===== src/rtl/ctrl_pkg.sv =====
// ============================================================================
// Module : ctrl_pkg
// Brief  : Shared opcodes, immediate/PC-select encodings and enums for the
//          RV32I multi-cycle controller and its datapath neighbours.
// Rev    : 1.0  initial release
// ============================================================================
`default_nettype none

package ctrl_pkg;

  localparam logic [6:0] OPC_OP_IMM = 7'b0010011;
  localparam logic [6:0] OPC_LOAD   = 7'b0000011;
  localparam logic [6:0] OPC_JALR   = 7'b1100111;
  localparam logic [6:0] OPC_LUI    = 7'b0110111;
  localparam logic [6:0] OPC_AUIPC  = 7'b0010111;
  localparam logic [6:0] OPC_STORE  = 7'b0100011;
  localparam logic [6:0] OPC_BRANCH = 7'b1100011;
  localparam logic [6:0] OPC_JAL    = 7'b1101111;
  localparam logic [6:0] OPC_OP     = 7'b0110011;

  // Immediate formats, must match the immediate generator's select decode.
  localparam logic [2:0] EXT_I = 3'b000;
  localparam logic [2:0] EXT_U = 3'b001;
  localparam logic [2:0] EXT_S = 3'b010;
  localparam logic [2:0] EXT_B = 3'b011;
  localparam logic [2:0] EXT_J = 3'b100;

  localparam logic [1:0] PCSEL_PLUS4  = 2'b00;
  localparam logic [1:0] PCSEL_TARGET = 2'b01;
  localparam logic [1:0] PCSEL_JALR   = 2'b10;

  typedef enum logic [2:0] {
    ST_IDLE   = 3'd0,
    ST_DECODE = 3'd1,
    ST_EXEC   = 3'd2,
    ST_MEM    = 3'd3,
    ST_WB     = 3'd4
  } state_t;

  typedef enum logic [2:0] {
    CLS_ALU    = 3'd0,
    CLS_LUI    = 3'd1,
    CLS_AUIPC  = 3'd2,
    CLS_JAL    = 3'd3,
    CLS_JALR   = 3'd4,
    CLS_BRANCH = 3'd5,
    CLS_LOAD   = 3'd6,
    CLS_STORE  = 3'd7
  } iclass_t;

endpackage

`default_nettype wire


===== src/rtl/instr_class_dec.sv =====
// ============================================================================
// Module : instr_class_dec
// Brief  : Combinational opcode decode to instruction class, immediate format
//          and legality flag.
// Rev    : 1.0  initial release
// ============================================================================
`default_nettype none

module instr_class_dec
  import ctrl_pkg::*;
(
  input  logic [6:0] i_opcode,
  output iclass_t    o_cls,
  output logic [2:0] o_extop,
  output logic       o_legal
);

  always_comb begin
    o_cls   = CLS_ALU;
    o_extop = EXT_I;
    o_legal = 1'b1;
    case (i_opcode)
      OPC_OP_IMM: begin o_cls = CLS_ALU;    o_extop = EXT_I; end
      OPC_OP:     begin o_cls = CLS_ALU;    o_extop = EXT_I; end
      OPC_LOAD:   begin o_cls = CLS_LOAD;   o_extop = EXT_I; end
      OPC_JALR:   begin o_cls = CLS_JALR;   o_extop = EXT_I; end
      OPC_LUI:    begin o_cls = CLS_LUI;    o_extop = EXT_U; end
      OPC_AUIPC:  begin o_cls = CLS_AUIPC;  o_extop = EXT_U; end
      OPC_STORE:  begin o_cls = CLS_STORE;  o_extop = EXT_S; end
      OPC_BRANCH: begin o_cls = CLS_BRANCH; o_extop = EXT_B; end
      OPC_JAL:    begin o_cls = CLS_JAL;    o_extop = EXT_J; end
      default:    o_legal = 1'b0;
    endcase
  end

endmodule

`default_nettype wire


===== src/rtl/multicycle_ctrl.sv =====
// ============================================================================
// Module : multicycle_ctrl
// Brief  : RV32I multi-cycle control FSM: IDLE -> DECODE -> EXEC -> MEM -> WB.
// Rev    : 1.0  initial release
// ============================================================================
`default_nettype none

module multicycle_ctrl
  import ctrl_pkg::*;
#(
  parameter int unsigned MEM_TIMEOUT = 16
) (
  input  logic        clk,
  input  logic        rstn,
  input  logic        instr_valid,
  output logic        instr_ready,
  input  logic [31:0] instr,
  output logic [31:0] ir,
  output logic [2:0]  extop,
  output logic        alu_en,
  input  logic        br_taken,
  output logic        mem_req,
  output logic        mem_we,
  input  logic        mem_ack,
  output logic        reg_we,
  output logic        pc_we,
  output logic [1:0]  pc_sel,
  output logic        retire,
  output logic        illegal,
  output logic        bus_err,
  output logic        busy
);

  localparam logic [7:0] c_mem_timeout = 8'(MEM_TIMEOUT);

  state_t      r_state;
  iclass_t     r_cls;
  logic [31:0] r_ir;
  logic [2:0]  r_extop;
  logic [7:0]  r_wait_cnt;

  iclass_t     w_cls;
  logic [2:0]  w_extop;
  logic        w_legal;
  logic        w_timeout;
  logic        w_mem_done;
  logic        w_br_retire;
  logic        w_st_retire;

  instr_class_dec u_dec (
    .i_opcode (r_ir[6:0]),
    .o_cls    (w_cls),
    .o_extop  (w_extop),
    .o_legal  (w_legal)
  );

  always_ff @(posedge clk or negedge rstn) begin
    if (!rstn) begin
      r_state    <= ST_IDLE;
      r_cls      <= CLS_ALU;
      r_ir       <= 32'd0;
      r_extop    <= EXT_I;
      r_wait_cnt <= 8'd0;
    end else begin
      case (r_state)
        ST_IDLE: begin
          if (instr_valid) begin
            r_ir    <= instr;
            r_state <= ST_DECODE;
          end
        end
        ST_DECODE: begin
          if (w_legal) begin
            r_cls   <= w_cls;
            r_extop <= w_extop;
            r_state <= ST_EXEC;
          end else begin
            r_state <= ST_IDLE;
          end
        end
        ST_EXEC: begin
          r_wait_cnt <= 8'd0;
          case (r_cls)
            CLS_BRANCH:          r_state <= ST_IDLE;
            CLS_LOAD, CLS_STORE: r_state <= ST_MEM;
            default:             r_state <= ST_WB;
          endcase
        end
        ST_MEM: begin
          // The timeout cycle has mem_req already dropped, so a late ack there is ignored.
          if (w_timeout) begin
            r_state <= ST_IDLE;
          end else if (mem_ack) begin
            r_state <= (r_cls == CLS_LOAD) ? ST_WB : ST_IDLE;
          end else begin
            r_wait_cnt <= r_wait_cnt + 8'd1;
          end
        end
        ST_WB:   r_state <= ST_IDLE;
        default: r_state <= ST_IDLE;
      endcase
    end
  end

  assign w_timeout   = (r_state == ST_MEM) && (r_wait_cnt == c_mem_timeout);
  assign w_mem_done  = mem_req && mem_ack;
  assign w_br_retire = (r_state == ST_EXEC) && (r_cls == CLS_BRANCH);
  assign w_st_retire = w_mem_done && (r_cls == CLS_STORE);

  assign ir          = r_ir;
  assign extop       = r_extop;
  assign instr_ready = (r_state == ST_IDLE);
  assign busy        = (r_state != ST_IDLE);
  assign alu_en      = (r_state == ST_EXEC);
  assign mem_req     = (r_state == ST_MEM) && !w_timeout;
  assign mem_we      = mem_req && (r_cls == CLS_STORE);
  assign reg_we      = (r_state == ST_WB);
  assign pc_we       = reg_we || w_br_retire || w_st_retire;
  assign retire      = pc_we;
  assign illegal     = (r_state == ST_DECODE) && !w_legal;
  assign bus_err     = w_timeout;

  always_comb begin
    pc_sel = PCSEL_PLUS4;
    if (r_state == ST_WB) begin
      if (r_cls == CLS_JAL)       pc_sel = PCSEL_TARGET;
      else if (r_cls == CLS_JALR) pc_sel = PCSEL_JALR;
    end else if (w_br_retire && br_taken) begin
      pc_sel = PCSEL_TARGET;
    end
  end

endmodule

`default_nettype wire

===== config.mk =====
export PLATFORM = sky130hd
export DESIGN_NAME = multicycle_ctrl
export DESIGN_NICKNAME = d
export VERILOG_FILES = /design/src/rtl/ctrl_pkg.sv /design/src/rtl/instr_class_dec.sv /design/src/rtl/multicycle_ctrl.sv
export SDC_FILE = /design/constraint.sdc
export NUM_CORES = 1
export LEC_CHECK = 0
export BUFFER_PORTS_ARGS = -buffer_cell sky130_fd_sc_hd__buf_2
export CAP_MARGIN = 0
export CORE_UTILIZATION = 45
export DETAILED_ROUTE_END_ITERATION = 10
export GPL_TIMING_DRIVEN = 0
export PLACE_DENSITY = 0.82
export SLEW_MARGIN = 20
export SYNTH_ARGS = -nofsm -noshare
export SYNTH_HDL_FRONTEND = slang
export SYNTH_SLANG_ARGS = --single-unit

===== constraint.sdc =====
create_clock -name clk -period 3 [get_ports clk]
set_input_delay 0.45 -clock clk [delete_from_list [all_inputs] [get_ports clk]]
set_output_delay 0.45 -clock clk [all_outputs]
set_load 0.01 [all_outputs]

[Word-level counts from Yosys, hierarchy flattened]
Index checks and enable logic that the tools add are counted.
Cells by class
  reductions and logical operators: 22
  magnitude comparators: 0
  multiplexer cells: 17
  $mul: 0
  div/mod/pow operators: 0
  shift operators: 0
  eq/ne operators: 23
  add/subtract/negate cells: 1
  bitwise logic cells: 0
Operators with widths (number)
  3-bit one-hot mux with 4 select lines: 2
  7-bit by 6-bit equality test with 1-bit output (second input constant): 3
  7-bit equality test (second input constant): 3
  3-bit one-hot mux with 7 select lines: 1
  8-bit 2-to-1 mux: 2
  8-bit one-hot mux with 2 select lines: 1
  3-bit equality test (second input constant): 5
  7-bit by 5-bit equality test with 1-bit output (second input constant): 2
  3-bit 2-to-1 mux: 4
  3-bit by 2-bit equality test with 1-bit output (second input constant): 3
  9-bit OR reduction: 1
  8-bit by 1-bit adder with 8-bit output (second input constant): 1
  8-bit by 5-bit equality test with 1-bit output (second input constant): 1
  1-bit logical AND: 8
  2-bit 2-to-1 mux: 4
  7-bit by 2-bit equality test with 1-bit output (second input constant): 1
  2-bit inequality test (second input constant): 3
  3-bit one-hot mux with 2 select lines: 1
  2-bit AND reduction: 3
  2-bit OR reduction: 2
  3-bit by 1-bit equality test with 1-bit output (second input constant): 1
  3-bit zero test: 1
  3-bit inequality test (second input constant): 1
  3-bit AND reduction: 1
  5 further kinds: 8
Storage, ports and cells
  latch bits: 0
  word-level logic and storage cells: 68
  input bits: 37
  memories: 0
  ROM bits: 0
  register bits after elaboration: 49
  bits in writable memories: 0

[Longest topological paths before layout]
  depth after elaboration: 7
  depth in mapped cells: 7
  gate-level depth less buffers: 6

[By module]
From an unflattened synthesis, not the netlist that was laid out.
Unflattened totals
  cells, all modules: 198
  area, all modules: 2546.2 um^2
By module, submodules not included
  multicycle_ctrl: area each 2362.3 um^2, seq. area each 1226.2 um^2, times used 1, cells each 170
  instr_class_dec: area each 183.9 um^2, seq. area each 0.0 um^2, times used 1, cells each 28

[Worst setup path after synthesis]
Ideal clock, no wire load.
  kind: register -> output
  start point: register r_wait_cnt[0]
  end point: output port retire
  data arrival time: 1.792 ns
  cell stages (with the launch flop): 8
  setup slack: 0.758 ns
  data required time: 2.550 ns
  cells stage by stage: dfrtp_1 -> inv_1 -> ha_1 -> nor4b_1 -> a21oi_1 -> a31oi_1 -> o21ai_0 -> buf_4
On the way
  longest elaborated chain between the ends: 7
Ends and longest elaborated chain
  start, declared: RTL line multicycle_ctrl.sv:40  | logic [7:0] r_wait_cnt;
  start signal, assigned: RTL line multicycle_ctrl.sv:96  | r_wait_cnt <= r_wait_cnt + 8'd1;
  8-bit by 5-bit equality test with 1-bit output: RTL line multicycle_ctrl.sv:105  | assign w_timeout = (r_state == ST_MEM) && (r_wait_cnt == c_mem_timeout);
  1-bit logical AND: RTL line multicycle_ctrl.sv:105
  1-bit zero test: RTL line multicycle_ctrl.sv:115  | assign mem_req = (r_state == ST_MEM) && !w_timeout;
  1-bit logical AND: RTL line multicycle_ctrl.sv:115
  net mem_req: RTL line multicycle_ctrl.sv:22  | output logic mem_req,
  1-bit logical AND: RTL line multicycle_ctrl.sv:106  | assign w_mem_done = mem_req && mem_ack;
  1-bit logical AND: RTL line multicycle_ctrl.sv:108  | assign w_st_retire = w_mem_done && (r_cls == CLS_STORE);
  1-bit logical OR: RTL line multicycle_ctrl.sv:118  | assign pc_we = reg_we || w_br_retire || w_st_retire;
  end, declared: RTL line multicycle_ctrl.sv:28  | output logic retire,
The timed path passes the listed nets, and every way through them passes these cells.

[Worst setup path in the final report]
  start point: register r_wait_cnt[0]
  end point: output port retire
On the way
  longest elaborated chain between the ends: 7
Ends and longest elaborated chain (RTL line)
  8-bit by 5-bit equality test with 1-bit output: multicycle_ctrl.sv:105
  1-bit logical AND: multicycle_ctrl.sv:105
  1-bit zero test: multicycle_ctrl.sv:115
  1-bit logical AND: multicycle_ctrl.sv:115
  1-bit logical AND: multicycle_ctrl.sv:106
  1-bit logical AND: multicycle_ctrl.sv:108
  1-bit logical OR: multicycle_ctrl.sv:118
Every way passes these cells.

==> out/metrics.yaml <==
sta:
  finalCritPeriodShare_pct: 91.1
  skew_ns: 0.00399
  rsz0062_at_grt: "no"
  finalHoldViolCount: 0
  period_needed_ns: 2.73
  slew_headroom_pct: 57.2
  worst_slack_ns: 0.266
  slew_violations: 0
  finalSetupTns_ns: 0
  fmaxAchievable_mhz: 366
  worstMarginPinSlew_ns: 0.632
  setup-violations-final: 0
place:
  pre_cts_slack_ns: 0.606
  dp_cells: 341
  hpwl_um: 3450
  port_buffers: 83
  globalplace.congestion: 0.820
final_layout:
  syn_to_final_growth_pct: 26.3
  fillCellCount: 399
  instances_no_fill: 349
  diodes: 0
  final_common_cell: "buf_2"
  nets: 320
  final_cell_mix: "buf_2, dfrtp_1, mux2_2"
  fin_util_pct: 60.8
  layout-drive-gt1-share_pct: 50.0
global_route:
  grt.overflow.total: 0
  grt_pass1_vias: 1765
  grt_first_pass_wirelength_um: 7800
  antenna_found_initial: 0
  track_usage_pct: 18.8
  grt_start_max_net_pins: 50
power_and_ir_drop:
  powerDensity_nw_per_um2: 962
  p_total_mw: 2.84
  total_leakage_power_nw: 1.41
  vdd_drop_max_mv: 0.523
clock_tree:
  cts_setup_buffers: 0
  clock_path_buffers: 2
  cts_tree: "done"
  htree_levels: 2
  hold_buffers: 0
  clk_pin_slew_ns: 0.09
  cts_resized: 0
  clock_sinks: 49
  numCtsBuffers: 5
  clk_latency_ns: 0.29
  root_buffer: "clkbuf_8"
worst_hold_path:
  hold_class: "input pin to async pin"
critical_path:
  critPathRequiredTime_ns: 2.55
  rrSetupSlack_ns: 1.08
  slowest_stage: "nor4b_1"
  max_stage_delay_ns: 0.53
  path_cells: "inv_1, ha_1, nor4b_1, a21oi_1, a31oi_1, o21ai_0, buf_4, buf_2"
  critPathMaxFanout: 5
  end_kind: "output port"
  critical_path_class: "flip-flop to output port"
  worst_r2r_path_depth: 6
  cp.arrival_ns: 2.28
  start_kind: "flip-flop"
detailed_routing:
  antenna_left: 0
  drt_wl_total_um: 4670
  wl_per_cell_um: 13.4
  dr_total_vias: 1798
  drt_first_pass_iters: 4
  vias_per_cell: 5.15
  drt_iter0_drc: 83
  drc: 0
die:
  io_pins: 84
  dieArea_sq_um: 5480
  die_w_um: 74.0
  core_sq_um: 4850
  die_h_um: 74.0
  rows: 25
  start_util_pct: 48.1
logic_synthesis:
  synthFlopType: "dfrtp_1"
  synth_seq_cells: 49
  synth_edf_count: 0
  ys_seq_area_share_pct: 52.5
  synth_top_area_share_pct: 52.5
  yosysWarnings: 0
  yosys.area.top_type: "dfrtp_1"
  synth_area_leaders: "dfrtp_1, mux2_2, nand2_1, nor2_1, buf_6"
  synthArstFlopShare_pct: 100
  synth_area_sq_um: 2330
  syn_inst: 191
  synth_fp_nets: 230
  synth.avg_cell_area_sq_um: 12.2
  synth_cell_types: 50
job:
  max-cap-violations: 0
status:
  status: "completed"
-- synth_stat cells (all sizes together) (2+ instances only) --
cell    number
or3          4
nand2       12
xnor2        3
clkbuf       2
dfrtp       49
or3b         3
nor3         4
inv          6
nor2        11
nor4b        3
o21ai        4
a31oi        3
nor4         2
nand3b       5
mux2        34
buf          6
mux2i        2
a21oi        6
a32o         3
nor3b        2
ha           2
or2          2
nand3        5
-- sequential cells by signal (all words and copies together), names as in the netlist --
register and count:
ir 32, extop 3, r_wait_cnt 8, r_state 3, r_cls 3
-- routing by layer --
layer / track usage, % / routed length, um / vias to the layer above
li1: - / - / 870
met1: 22.6 / 2060 / 857
met2: 30.2 / 2130 / 65
met3: 7.59 / 428 / 6
met4: 7.26 / 61 / 0
met5: 0 / 0 / -
-- critical path: cells and delay by family, from the launching register on --
family	cells	cell delay, ns
AO/OA/AOI/OAI	3	0.56
adder cells (fa/ha/maj)	1	0.13
buffers and inverters	3	0.35
flip-flops	1	0.43
AND/OR/NAND/NOR	1	0.53
-- stage by stage --
step	area, sq um	hold slack, ns
2_1_floorplan	2330	0.154
3_3_place_gp	2830	0.462
3_5_place_dp	2830	0.471
4_1_cts	2940	0.358
5_1_grt	2950	0.202
6_report	2950	0.154
-- power breakdown --
group	internal, mW	switching [mW]	total [mW]
combinational	0.626	0.577	1.20
clock	0.250	0.213	0.463
sequential	0.941	0.228	1.17
total	1.82	1.02	2.84
-- kinds of logic (layout without fill, tap and decap cells) --
| logic type | Yosys count | after routing | share of synthesized area [%] |
|---|---|---|---|
| buf+inv | 15 | 106 | 3.75 |
| compound gates | 25 | 25 | 8.10 |
| flops | 49 | 49 | 52.5 |
| xor+xnor | 3 | 3 | 1.13 |
| fa+ha+maj | 2 | 2 | 1.07 |
| simple gates | 61 | 61 | 15.8 |
| mux | 36 | 36 | 17.6 |
-- layout make-up --
cell class	count	area (sq um)	area share (%)
sequential	49	1230	41.6
buffer	8	61.3	2.08
timing repair buffer	83	418	14.2
multi-input combinational	127	1020	34.6
clock inverter	2	38.8	1.32
clock buffer	6	72.6	2.46
tap	67	83.8	2.85
inverter	7	26.3	0.892
-- final timing paths --
path                               start          to
min in group clk               instr[11]      ir[11]
min                                 rstn      ir[30]
max in group asynchronous           rstn      ir[22]
max                        r_wait_cnt[0]      retire
min reg2reg                       ir[11]      ir[11]
max reg2reg                r_wait_cnt[0]  r_state[0]
Note: power is estimated with default switching activity, not from simulation.
